--- src/rtl/mux_arb_pkg.sv ---
// ---------------------------------------------------------------------------
// mux_arb_pkg
// Shared constants and types for the round-robin 8:1 mux arbiter.
//   N_REQ   : number of requesters / mux inputs
//   SEL_W   : width of the binary mux select
//   state_t : arbiter state (IDLE = no owner, GRANT = one owner)
// ---------------------------------------------------------------------------
package mux_arb_pkg;

    localparam int N_REQ = 8;
    localparam int SEL_W = 3;

    typedef enum logic {
        IDLE  = 1'b0,
        GRANT = 1'b1
    } state_t;

endpackage : mux_arb_pkg

--- src/rtl/rr_priority_pick.sv ---
// ---------------------------------------------------------------------------
// rr_priority_pick
// Combinational rotating-priority search. Scans ptr+1, ptr+2, ... modulo
// N_REQ, so ptr itself has the lowest priority, and returns the first
// requesting index.
// Ports:
//   req    in  [N_REQ-1:0]  request vector
//   ptr    in  [SEL_W-1:0]  index of the last released owner
//   winner out [SEL_W-1:0]  first requesting index after ptr (ptr if none)
//   any    out              1 when at least one request bit is set
// ---------------------------------------------------------------------------
module rr_priority_pick
    import mux_arb_pkg::*;
(
    input  logic [N_REQ-1:0] req,
    input  logic [SEL_W-1:0] ptr,
    output logic [SEL_W-1:0] winner,
    output logic             any
);

    logic [SEL_W-1:0] idx;

    // NOTE: every signal assigned in always_comb gets a default first so no
    // path leaves it unassigned, which would otherwise infer a latch.
    always_comb begin
        winner = ptr;
        any    = 1'b0;
        idx    = ptr;
        for (int k = 1; k <= N_REQ; k++) begin
            idx = SEL_W'(ptr + k);
            if (!any && req[idx]) begin
                winner = idx;
                any    = 1'b1;
            end
        end
    end

endmodule : rr_priority_pick

--- src/rtl/rr_mux_arbiter.sv ---
// ---------------------------------------------------------------------------
// rr_mux_arbiter
// Round-robin arbiter owning the select of a shared 8:1 mux. One requester
// owns the mux at a time; on release the next requester after the released
// one is granted on the same edge, with no idle cycle.
// Optional macro RR_MUX_ARB_TIMEOUT_EN compiles in a hold counter that forces
// a release after HOLD_MAX cycles of one grant.
// Parameters:
//   HOLD_MAX  maximum grant length in cycles with the timeout built (1..255)
// Ports:
//   clk    in       rising-edge clock
//   rst    in       asynchronous active-high reset
//   Req    in  [7:0] per-requester request; Req[i] selects mux input A[i]
//   Done   in       current owner releases the mux (ignored while idle)
//   Sel    out [2:0] registered binary select of the current owner
//   Grant  out [7:0] registered one-hot owner vector, zero when idle
//   Valid  out      registered, 1 while a grant is active
// ---------------------------------------------------------------------------
module rr_mux_arbiter
    import mux_arb_pkg::*;
#(
    parameter int HOLD_MAX = 4
)(
    input  logic             clk,
    input  logic             rst,
    input  logic [N_REQ-1:0] Req,
    input  logic             Done,
    output logic [SEL_W-1:0] Sel,
    output logic [N_REQ-1:0] Grant,
    output logic             Valid
);

    if (HOLD_MAX < 1 || HOLD_MAX > 255) begin : g_bad_hold_max
        $error("rr_mux_arbiter: HOLD_MAX must be in 1..255");
    end

    state_t           state_q, state_d;
    logic [SEL_W-1:0] ptr_q,   ptr_d;
    logic [SEL_W-1:0] sel_q,   sel_d;
    logic [N_REQ-1:0] grant_q, grant_d;
    logic             valid_q, valid_d;

    logic             release_c;  // owner gives up the mux at this edge
    logic             load_new;   // a (re)grant is loaded at this edge
    logic [SEL_W-1:0] pick_ptr;
    logic [SEL_W-1:0] win;
    logic             win_any;

`ifdef RR_MUX_ARB_TIMEOUT_EN
    logic [7:0] hold_q, hold_d;
    logic       timeout;

    assign timeout   = (hold_q == 8'(HOLD_MAX - 1));
    assign release_c = Done | ~Req[sel_q] | timeout;
`else
    assign release_c = Done | ~Req[sel_q];
`endif

    // On a release the search must start after the owner being released,
    // which is the ptr value that only becomes visible next cycle.
    assign pick_ptr = (state_q == GRANT && release_c) ? sel_q : ptr_q;

    rr_priority_pick u_pick (
        .req    (Req),
        .ptr    (pick_ptr),
        .winner (win),
        .any    (win_any)
    );

    // State register: state, pointer, registered outputs and hold counter.
    // NOTE: sequential state uses non-blocking assignments so every register
    // samples the pre-edge values regardless of statement order.
    always_ff @(posedge clk or posedge rst) begin
        if (rst) begin
            state_q <= IDLE;
            ptr_q   <= 3'd7;
            sel_q   <= '0;
            grant_q <= '0;
            valid_q <= 1'b0;
`ifdef RR_MUX_ARB_TIMEOUT_EN
            hold_q  <= '0;
`endif
        end else begin
            state_q <= state_d;
            ptr_q   <= ptr_d;
            sel_q   <= sel_d;
            grant_q <= grant_d;
            valid_q <= valid_d;
`ifdef RR_MUX_ARB_TIMEOUT_EN
            hold_q  <= hold_d;
`endif
        end
    end

    // Next-state logic.
    always_comb begin
        state_d  = state_q;
        ptr_d    = ptr_q;
        load_new = 1'b0;
        unique case (state_q)
            IDLE: begin
                if (win_any) begin
                    state_d  = GRANT;
                    load_new = 1'b1;
                end
            end
            GRANT: begin
                if (release_c) begin
                    ptr_d = sel_q;
                    if (win_any) load_new = 1'b1;
                    else         state_d  = IDLE;
                end
            end
            default: state_d = IDLE;
        endcase
`ifdef RR_MUX_ARB_TIMEOUT_EN
        hold_d = hold_q;
        if (load_new || state_d == IDLE) hold_d = '0;
        else if (state_q == GRANT)       hold_d = hold_q + 8'd1;
`endif
    end

    // Output logic: next values of the registered outputs. Sel is left alone
    // when dropping to IDLE so the mux keeps its last selection.
    always_comb begin
        sel_d   = sel_q;
        grant_d = grant_q;
        valid_d = valid_q;
        if (load_new) begin
            sel_d   = win;
            grant_d = N_REQ'(1) << win;
            valid_d = 1'b1;
        end else if (state_d == IDLE) begin
            grant_d = '0;
            valid_d = 1'b0;
        end
    end

    assign Sel   = sel_q;
    assign Grant = grant_q;
    assign Valid = valid_q;

endmodule : rr_mux_arbiter

--- config.mk ---
export PLATFORM = sky130hd
export DESIGN_NAME = rr_mux_arbiter
export DESIGN_NICKNAME = d
export VERILOG_FILES = /design/src/rtl/mux_arb_pkg.sv /design/src/rtl/rr_priority_pick.sv /design/src/rtl/rr_mux_arbiter.sv
export SDC_FILE = /design/constraint.sdc
export NUM_CORES = 1
export LEC_CHECK = 0
export ABC_AREA = 1
export BUFFER_PORTS_ARGS = -buffer_cell sky130_fd_sc_hd__buf_2
export CAP_MARGIN = 20
export CELL_PAD_IN_SITES_DETAIL_PLACEMENT = 1
export CELL_PAD_IN_SITES_GLOBAL_PLACEMENT = 1
export CORE_MARGIN = 4
export CORE_UTILIZATION = 41
export CTS_BUF_LIST = sky130_fd_sc_hd__clkbuf_8
export CTS_CLUSTER_DIAMETER = 200
export DETAILED_ROUTE_END_ITERATION = 8
export HOLD_SLACK_MARGIN = 0.1
export PLACE_DENSITY = 0.85
export SLEW_MARGIN = 0
export SYNTH_ARGS = -nofsm -noshare
export SYNTH_HDL_FRONTEND = slang
export SYNTH_SLANG_ARGS = --single-unit
--- constraint.sdc ---
create_clock -name clk -period 9.19 [get_ports clk]
set_input_delay 2.757 -clock clk [delete_from_list [all_inputs] [get_ports clk]]
set_output_delay 2.757 -clock clk [all_outputs]
set_load 0.02 [all_outputs]
## Word level (Yosys, flattened, before mapping)

Cells that the tools add are included.

| cells by class | value |
|---|---|
| add/subtract/negate cells | 8 |
| $lt $le $gt $ge | 9 |
| equality and inequality tests | 1 |
| shift operators | 1 |
| mux-type cells | 44 |
| bitwise gates (word level) | 3 |
| reduce and logical (&&, ||, !) cells | 16 |

Operator list:

| operator | count |
|---|---|
| $lt 3x4->1 const B | 9 |
| $bmux 1 s3 | 9 |
| $mux 3 | 9 |
| $mux 1 | 22 |
| $mux 8 | 2 |
| $add 3x3->3 const B | 4 |
| $logic_and 1x1->1 | 8 |
| $shl 1x3->8 const A | 1 |
| $logic_not 1->1 | 7 |
| $add 3x1->3 const B | 2 |
| $add 3x2->3 const B | 2 |
| $pmux 1 s2 | 2 |
| $ne 2x1->1 const B | 1 |
| $not 1->1 | 2 |
| $reduce_and 2->1 | 1 |
| $or 1x1->1 | 1 |

| storage, ports and cells | value |
|---|---|
| bits in registers | 16 |
| bits of input ports | 11 |

## Depth between registers and ports, before layout

Gate-level depths: netlist of run 1.

| depth | value |
|---|---|
| word-level depth | 36 |
| gate-level depth with buffers | 26 |
| gate-level depth less buffers | 25 |

## By module

Synthesis of run 1 repeated with hierarchy kept, for this count alone.

| second synthesis, totals | value |
|---|---|
| cell total of the unflattened synthesis | 247 |
| area total of the unflattened synthesis | 1540.2 um^2 |

Modules (own cells, without submodules):

| module | times used | cells an instance | area each (um^2) |
|---|---|---|---|
| rr_mux_arbiter | 1 | 106 | 804.5 |
| rr_priority_pick | 1 | 141 | 735.7 |

## Worst setup path before layout of run 1

OpenSTA, ideal clock, no wires.

| timing | value |
|---|---|
| path type | input-to-reg |
| start | input Req[7] |
| end | register grant_q[0] (netlist: Grant[0]) |
| arrival time | 5.234 ns |
| data required time | 9.125 ns |
| setup slack | 3.891 ns |
| cell stages on the path | 23 |
| cell sequence | inv_1 nand2_1 nand3_1 nand3_2 nand3_4 nand2_4 nand2_4 nand2_4 buf_6 ha_1 inv_1 nand3_1 nand2_1 nand2_1 nand2_2 nand2_4 nor2_8 nand4_2 nor2_4 nand2_1 a21oi_1 nand2_1 nand2_1 |

| between the ends | value |
|---|---|
| cells in the longest elaborated chain, start to end | 35 |

Ends and longest elaborated chain:

| what | line | source |
|---|---|---|
| start, declared | rr_mux_arbiter.sv:26 | `input logic [N_REQ-1:0] Req,` |
| $bmux 1 s3 | rr_mux_arbiter.sv:56 | `assign release_c = Done \| ~Req[sel_q];` |
| $mux 1 (not written as such) | rr_mux_arbiter.sv:56 |  |
| $not 1->1 | rr_mux_arbiter.sv:56 |  |
| $or 1x1->1 | rr_mux_arbiter.sv:56 |  |
| $logic_and 1x1->1 | rr_mux_arbiter.sv:61 | `assign pick_ptr = (state_q == GRANT && release_c) ? sel_q : ptr_q;` |
| $mux 3 | rr_mux_arbiter.sv:61 |  |
| $add 3x1->3 | rr_priority_pick.sv:30 | `idx = SEL_W'(ptr + k);` |
| $bmux 1 s3 | rr_priority_pick.sv:31 | `if (!any && req[idx]) begin` |
| [19 not listed] | - |  |
| $mux 1 | rr_priority_pick.sv:31 |  |
| $logic_not 1->1 | rr_priority_pick.sv:31 |  |
| $logic_and 1x1->1 | rr_priority_pick.sv:31 |  |
| $mux 1 | rr_priority_pick.sv:31 |  |
| $mux 1 | rr_mux_arbiter.sv:102, rr_mux_arbiter.sv:110 |  |
| $mux 1 | rr_mux_arbiter.sv:108 | `if (release_c) begin` |
| $pmux 1 s2 | rr_mux_arbiter.sv:100 | `unique case (state_q)` |
| $ne 2x1->1 (no line) / $mux 8 (equally long branches) | - |  |
| end signal, assigned | rr_mux_arbiter.sv:87 | `grant_q <= grant_d;` |
| end, declared | rr_mux_arbiter.sv:40 | `logic [N_REQ-1:0] grant_q, grant_d;` |

Several ways; a longest one is shown, not always the timed one. The select of a mux whose other input is x is not followed.
A chain may end at the register's enable or synchronous reset.

## Worst setup path in the final report of run 1

| timing | value |
|---|---|
| start | input Req[3] |
| end | register sel_q[2] (netlist: Sel[2]) |

| between the ends | value |
|---|---|
| cells in the longest elaborated chain, start to end | 34 |

Ends and longest elaborated chain:

| what | line | source |
|---|---|---|
| $bmux 1 s3 | rr_mux_arbiter.sv:56 |  |
| $mux 1 (not written as such) | rr_mux_arbiter.sv:56 |  |
| $not 1->1 | rr_mux_arbiter.sv:56 |  |
| $or 1x1->1 | rr_mux_arbiter.sv:56 |  |
| $logic_and 1x1->1 | rr_mux_arbiter.sv:61 |  |
| $mux 3 | rr_mux_arbiter.sv:61 |  |
| $add 3x1->3 | rr_priority_pick.sv:30 |  |
| $bmux 1 s3 | rr_priority_pick.sv:31 |  |
| [18 not listed] | - |  |
| $logic_and 1x1->1 | rr_priority_pick.sv:31 |  |
| $mux 1 | rr_priority_pick.sv:31 |  |
| $logic_not 1->1 | rr_priority_pick.sv:31 |  |
| $logic_and 1x1->1 | rr_priority_pick.sv:31 |  |
| $mux 1 | rr_priority_pick.sv:31 |  |
| $mux 1 | rr_mux_arbiter.sv:102, rr_mux_arbiter.sv:110 |  |
| $mux 1 | rr_mux_arbiter.sv:108 |  |
| $pmux 1 s2 | rr_mux_arbiter.sv:100 |  |
| end signal, assigned | rr_mux_arbiter.sv:86 | `sel_q <= sel_d;` |
| end, declared | rr_mux_arbiter.sv:39 | `logic [SEL_W-1:0] sel_q, sel_d;` |

Several ways; a longest one is shown, not always the timed one. The select of a mux whose other input is x is not followed.

==> out/qor.yml, run 1 <==
synthDistinctLibCells: 28
yosysTopAreaCell: "nand2_1"
ys_top_cells_by_area: "nand2_1, dfrtp_1, nand3_1"
rsz0062_at_grt: "false"
synthesis.area_um2: 1840
synth-simple-area-share: 0.645
crit_arrival_ns: 5.85
grt_max_degree: 19
slew_violations: 0
synth_top_area_share: 0.286
die_w_um: 74.9
drt_wl_total_mm: 5.85
die-area_um2: 5610
place_hpwl_mm: 4.79
synth_top_family_by_area: "simple AND/OR/NAND/NOR gates"
avgRoutedWirePerCell_um: 15.4
required_ns: 9.32
ios: 23
worstMarginPinSlew_ns: 0.594
cts_tree: "done"
cap_violations: 0
cts_buffers: 3
hold_viol: 0
area_delta_synth_final_pct: 9.60
fmax_mhz: 175
insertion_delay_ns: 0.25
fillers: 618
drive_gt1_frac: 0.198
async_flop_share: 1.00
vias: 2048
synthFlopType: "dfrtp_1"
grt_overflow_total: 0
seq_area_frac_synth: 0.220
clock_skew_ns: 0.00328
die_y_um: 74.9
grt_use_total: 0.228
core_area_um2: 4350
fin_ws_ns: 3.46
start_util: 0.422
antenna_found_initial: 0
htree_levels: 1
grt_pass1_vias: 2092
netlist_instances: 309
start_kind: "input port"
cts.clk_slew.worst_paths_ns: 0.06
grt_pass1_wl_mm: 10.0
ctsResizeCount: 0
fin_setup_tns_ns: 0
viasPerCell: 5.38
synth_most_common_cell: "nand2_1"
clock_sinks: 16
clock_path_buffers: 2
root_buffer: "clkbuf_8"
synth_compound_area_frac: 0.0436
synth_warnings: 0
drt_first_pass_iters: 4
cts-hold-fix-buffers: 0
synthXorXnorAreaFrac: 0
drtIter0Drc: 65
outcome: "completed"
place_congestion: 0.966
port_buffers: 22
end_kind: "flop"
min_path_type: "flop to flop"
critical_path_class: "input port to flop"
fin_nets: 342
holdWs_ns: 0.487
synthTopCellsByCount: "nand2_1, nand3_1, inv_1, nand2_2, dfrtp_1"
fin_crit_ns: 5.73
cts_setup_buffers: 0
muxShareOfSynthArea: 0
synth.avg_cell_area_um2: 5.94
synth_nets: 321
slew_headroom: 0.603
dp_slack_ns: 3.28
drtAntennaViolNets: 0
route.detailed.drc: 0
crit_fanout: 17
ys_ff_latch: 16
setup_viol: 0
rows: 24
diodes: 0
synthAdderAreaFrac: 0.00681
synth_edf_count: 0
fin_crit_sh: 0.623
[registers in the layout, summed over array words and instances (netlist names)]
name and cells:
Grant 8, Sel 3, Valid 1, ptr_q 3, state_q 1
[critical path: stages]
cell     delay, ns
buf_2         0.12
inv_1         0.10
nand2_1       0.06
nand3_1       0.12
nand3_2       0.12
nand3_4       0.12
nand2_4       0.11
nand2_4       0.11
nand2_4       0.14
ha_1          0.40
inv_1         0.13
nand3_1       0.12
nand3_1       0.12
nand2_1       0.14
nor2_4        0.21
nand3_1       0.11
nor2_1        0.15
nand4_1       0.18
nand2_2       0.19
inv_2         0.08
nand3_2       0.14
o21ai_1       0.10
[cells by family after synthesis]
family,after synthesis
compound gates,15
fa+ha+maj,1
buf+inv,33
flops,16
simple gates,244
[cells in the final DEF (no fill, tap or decap), types with 4 or more instances in the layout]
master / n
nand2_1: 140
nand3_1: 56
nand3_2: 6
nor2_1: 6
inv_1: 23
nand2_4: 6
o21ai_1: 8
nand4_1: 8
dfrtp_1: 13
buf_2: 22
nand2_2: 14
clkbuf_8: 4
[metrics by stage]
step	cell area, um^2	utilization	std cells
floorplan	1840	-	309
global placement	1960	0.450	377
detailed placement	1960	0.450	377
CTS	2010	0.462	381
global route	2010	0.462	381
finish	2010	0.462	381
[path summary, 6_finish.rpt]
path	from	to	slack (ns)	cells after the start
setup / recovery	Req[3]	Sel[2]	3.46	22
hold reg to reg	Grant[1]	Grant[1]	0.49	2
setup reg to reg	Sel[0]	Sel[2]	5.56	21
max in group asynchronous	rst	Sel[1]	6.24	2
min in group asynchronous	rst	Valid	2.56	2
hold / removal	Grant[1]	Grant[1]	0.49	2
[layer usage]
metal | GRT usage | wire [um]
met1 | 0.321 | 2820
met2 | 0.388 | 2860
met5 | 0 | 0
met4 | 0.0336 | 47
met3 | 0.0187 | 123
[layout make-up]
class / count / area [um^2] / share of cell area
Clock buffer: 4 / 55.1 / 0.0273
Inverter: 27 / 101 / 0.0503
Multi-Input combinational cell: 260 / 1280 / 0.635
Sequential cell: 16 / 404 / 0.201
Tap cell: 52 / 65.1 / 0.0323
Timing Repair Buffer: 22 / 110 / 0.0547
Power of run 1 is not shown: default switching activity piles up to over one toggle a cycle in this logic, so the estimate is an artifact.
==> run 2, diff against run 1 <==
- CORE_UTILIZATION: 41 -> 37
- PLACE_DENSITY: 0.85 -> 0.81
- clock period: 9.19 -> 4.8 ns (I/O delays scaled with it)
==> run 2 against run 1 <==
Effect of this change: global-route usage fell by 2.9 points; sequential share of layout area fell by 0.26 points; final area rose by 1.3%; critical path type unchanged; core utilization fell by 3.3 points.
==> out/qor.yml, run 2 (same netlist as run 1, synthesis figures left out) <==
clock_path_buffers: 2
cpLargestDelayFamily: "simple AND/OR/NAND/NOR gates"
rsz0062_at_grt: "false"
root_buffer: "clkbuf_8"
ios: 23
antenna_found_initial: 0
path_cells: "buf_2 > inv_1 > nand2_1 > nand3_1 > nand3_2 > nand3_4 > nand2_4 > nand2_1 > nand2_1 > ha_1 > inv_1 > nand3_1 > nand3_1 > nand2_1 > nor2_4 > nand3_1 > nor2_1 > nand4_1 > nand2_2 > inv_2 > nand3_2 > o21ai_1"
vias: 2059
setup_viol: 0
grt_pass1_wl_mm: 10.0
drive_gt1_frac: 0.200
clock_sinks: 16
insertion_delay_ns: 0.25
die_w_um: 78.5
port_buffers: 22
core_area_um2: 4750
grt_pass1_vias: 2116
fin_nets: 343
fmax_mhz: 232
layout_commonest_cell: "nand2_1"
drtAntennaViolNets: 0
worstMarginPinSlew_ns: 0.590
cts_tree: "done"
start_util: 0.386
die_y_um: 78.5
avgRoutedWirePerCell_um: 14.3
htree_levels: 1
place_hpwl_mm: 4.69
grt_max_degree: 19
cts-hold-fix-buffers: 0
cts_setup_buffers: 0
cts_buffers: 3
critPathSlowestCell: "ha_1"
critical_path_class: "input port to flop"
route.detailed.drc: 0
crit_arrival_ns: 4.44
worst-path-buf-inv: 4
slew_headroom: 0.606
cap_violations: 0
critPathLaunch: "Req[7]"
start_kind: "input port"
grt_overflow_total: 0
drt_first_pass_iters: 4
diodes: 0
slew_violations: 0
fin_crit_sh: 0.899
end_kind: "flop"
fin_setup_tns_ns: 0
viasPerCell: 5.19
worstHoldStart: "Grant[2]"
cts.clk_slew.worst_paths_ns: 0.06
ctsResizeCount: 0
final_cell_mix: "nand2_1, nand3_1, inv_1, buf_2, nand2_2"
clock_skew_ns: 0.00316
grt_use_total: 0.199
die-area_um2: 6160
fillers: 679
r2r_start: "Sel[0]"
outcome: "completed"
hold_viol: 0
min_path_type: "flop to flop"
slowest_delay_ns: 0.34
required_ns: 4.92
place_congestion: 0.846
drt_wl_total_mm: 5.67
fin_crit_ns: 4.31
rows: 25
crit_fanout: 7
drtIter0Drc: 110
area_delta_synth_final_pct: 11.0
largest_reg_flops: 8
==> run 2: cell types whose count changed in the layout (fill, tap and decap cells not counted) <==
cell / before / now
buf_4: 0 / 1
==> run 2: layout make-up <==
| class | instances | area, um^2 | area share |
|---|---|---|---|
| clock buffers | 4 | 55.1 | 0.0270 |
| inverters | 27 | 101 | 0.0497 |
| multi-input cells | 260 | 1280 | 0.626 |
| flip-flops and latches | 16 | 404 | 0.198 |
| well taps | 67 | 83.8 | 0.0411 |
| repair buffers | 23 | 118 | 0.0577 |
==> run 2: per-layer routing <==
layer / up-vias / global-route usage / routed length (um)
li1: 1039 / - / -
met1: 985 / 0.285 / 2850
met2: 31 / 0.332 / 2640
met3: 4 / 0.0149 / 136
met4: 0 / 0.0297 / 35
met5: - / 0 / 0
==> run 2: path summary, 6_finish.rpt <==
| check | depth (start not counted) | end | slack, ns |
|---|---|---|---|
| max in group asynchronous | 2 | Valid | 3.17 |
| worst max register to register | 21 | Sel[2] | 1.28 |
| worst min-delay path | 2 | Grant[2] | 0.48 |
| worst min register to register | 2 | Grant[2] | 0.48 |
| min in group asynchronous | 2 | Grant[4] | 1.25 |
| worst max-delay path | 22 | Sel[2] | 0.49 |
==> run 2: metrics by stage <==
| stage | cell area, um^2 | hold WS [ns] | setup slack (ns) | std cells | utilization |
|---|---|---|---|---|---|
| after global routing | 2040 | 0.514 | 0.0976 | 397 | 0.429 |
| after floorplan | 1840 | 0.518 | 0.818 | 309 | - |
| after detailed placement | 1980 | 0.473 | 0.257 | 393 | 0.417 |
| after CTS | 2040 | 0.489 | 0.502 | 397 | 0.429 |
| final | 2040 | 0.481 | 0.485 | 397 | 0.429 |
| after global placement | 1980 | 0.462 | 0.355 | 393 | 0.417 |
==> run 2: tightest hold or removal path, stage by stage (launching register included) <==
cell     delay, ns
dfrtp_1       0.34
nand2_1       0.05
o21ai_1       0.06
Power of run 2 is left out for the same reason.
==> run 3, diff against run 2 <==
- ABC_AREA: 1 -> not set
- CORE_UTILIZATION: 37 -> 41
- CTS_BUF_LIST: sky130_fd_sc_hd__clkbuf_8 -> not set
- PLACE_DENSITY: 0.81 -> 0.8
==> run 3 against run 2 <==
Effect of this change: the flow now finishes with violations (negative setup slack); global-route usage increased by 5.4 points; first-iteration DRC count increased by 130%; area after synthesis increased by 13%; core utilization increased by 17 points; final area increased by 43%; fmax decreased by 13%; setup slack got worse by 0.66 ns; die area increased by 1.8%; critical path depth decreased by 8.
==> out/qor.yml, run 3 <==
outcome: "finished with violations"
violations: "negative setup slack"
insertion_delay_ns: 0.27
htree_levels: 1
slew_violations: 0
synth_top_area_share: 0.157
synth_nets: 249
grt_use_total: 0.252
final_cell_mix: "buf_4, buf_2, nor2_1, nand2_1, dfrtp_1"
hold_depth: 2
drtAntennaViolNets: 0
rows: 25
fin_crit_ns: 4.97
final_cells: 371
fmax_mhz: 201
largest_reg_flops: 8
fin_crit_sh: 1.04
vias: 2371
seq_area_frac_synth: 0.195
clock_path_buffers: 2
fin_util: 0.604
fin_area_um2: 2910
yosysTopAreaCell: "dfrtp_1"
crit_arrival_ns: 5.14
cts-hold-fix-buffers: 0
grt_max_degree: 19
antenna_found_initial: 0
fin_nets: 317
area_delta_synth_final_pct: 40.0
critical_path_class: "input port to flop"
rr_worst_depth: 13
placed_area_um2: 2590
cts_tree: "done"
ios: 23
viasPerCell: 6.39
route.detailed.drc: 0
drt_first_pass_iters: 4
place_hpwl_mm: 5.58
hold_viol: 0
synth.avg_cell_area_um2: 8.76
clock_skew_ns: 0.00559
dp_slack_ns: -0.449
required_ns: 4.97
cap_violations: 0
grt_pass1_vias: 2384
dp.cells: 356
ys_ff_latch: 16
synthesis.area_um2: 2080
grt_overflow_total: 0
avgRoutedWirePerCell_um: 22.7
netlist_instances: 237
start_kind: "input port"
async_flop_share: 1.00
port_buffers: 22
root_buffer: "clkbuf_8"
die_y_um: 79.2
end_kind: "flop"
synthFlopType: "dfrtp_1"
layout_commonest_cell: "buf_4"
drt_wl_total_mm: 8.41
die-area_um2: 6270
ys_top_cells_by_area: "dfrtp_1, mux2i_1, mux4_2"
place_congestion: 0.877
rsz0062_at_grt: "true"
core_area_um2: 4820
synthDistinctLibCells: 70
fillers: 583
worstMarginPinSlew_ns: 0.786
synth_edf_count: 0
min_path_type: "flop to flop"
drive_gt1_frac: 0.490
crit_fanout: 5
slew_headroom: 0.476
cts_buffers: 3
die_w_um: 79.2
seqCellArea_um2: 404
diodes: 0
synthTopCellsByCount: "nand2_1, nor2_1, mux2i_1, dfrtp_1, inv_1"
cts.clk_slew.worst_paths_ns: 0.07
setup_viol: 11
start_util: 0.431
synth_most_common_cell: "nand2_1"
synth_warnings: 0
clock_sinks: 16
multi_input_area_um2: 1770
drtIter0Drc: 251
fin_ws_ns: -0.173
grt_pass1_wl_mm: 12.4
## run 3: path summary, 6_finish.rpt
kind	end	start	slack (ns)
max reg2reg	Grant[3]	Sel[0]	0.15
min	Grant[2]	Grant[2]	0.49
min reg2reg	Grant[2]	Grant[2]	0.49
max	Grant[3]	Req[4]	-0.17
min in group asynchronous	Grant[3]	rst	1.25
max in group asynchronous	Grant[6]	rst	3.15
## run 3: cell type report
type	instances	share of cell area
clock buffers	4	0.0189
inverters	11	0.0142
multi-input cells	196	0.610
flip-flops and latches	16	0.139
well taps	67	0.0288
repair buffers	77	0.189
## run 3: what timing repair did
item | CTS | global route
pin swaps | 17 | 10
gates resized for setup | 18 | 20
gates cloned | 0 | 0
buffers inserted | 8 | 3
setup endpoints to repair | 11 | 11
## run 3: metal layers
layer,up-vias,share of wire,global-route usage
li1,1057,-,-
met1,1180,0.40,0.326
met2,111,0.51,0.449
met3,23,0.054,0.0238
met4,0,0.033,0.0619
met5,-,0,0
## run 3: kinds of logic after synthesis
family,count (synthesis),synth area share
compound gates,79,0.325
fa+ha+maj,1,0.00602
simple gates,77,0.188
flops,16,0.195
buf+inv,25,0.0566
xor+xnor,6,0.0253
mux,33,0.205
## run 3: stage by stage
| stage | hold slack, ns | TNS, ns |
|---|---|---|
| floorplan | 0.590 | -2.99 |
| global placement | 0.465 | -3.41 |
| detailed placement | 0.483 | -4.47 |
| CTS | 0.498 | -0.619 |
| global route | 0.502 | -2.66 |
| finish | 0.494 | -1.56 |
## run 3: worst max-delay path, cell delays in order
cell and delay, ns:
buf_6 0.10, mux2_4 0.30, o221ai_4 0.23, o21ai_4 0.11, mux2i_2 0.28, inv_2 0.11
ha_4 0.31, mux4_2 0.50, mux2_4 0.33, mux2_4 0.31, or2_4 0.28, o311ai_4 0.34
xnor2_2 0.18, o31ai_2 0.31
Power of run 3 is left out for the same reason.
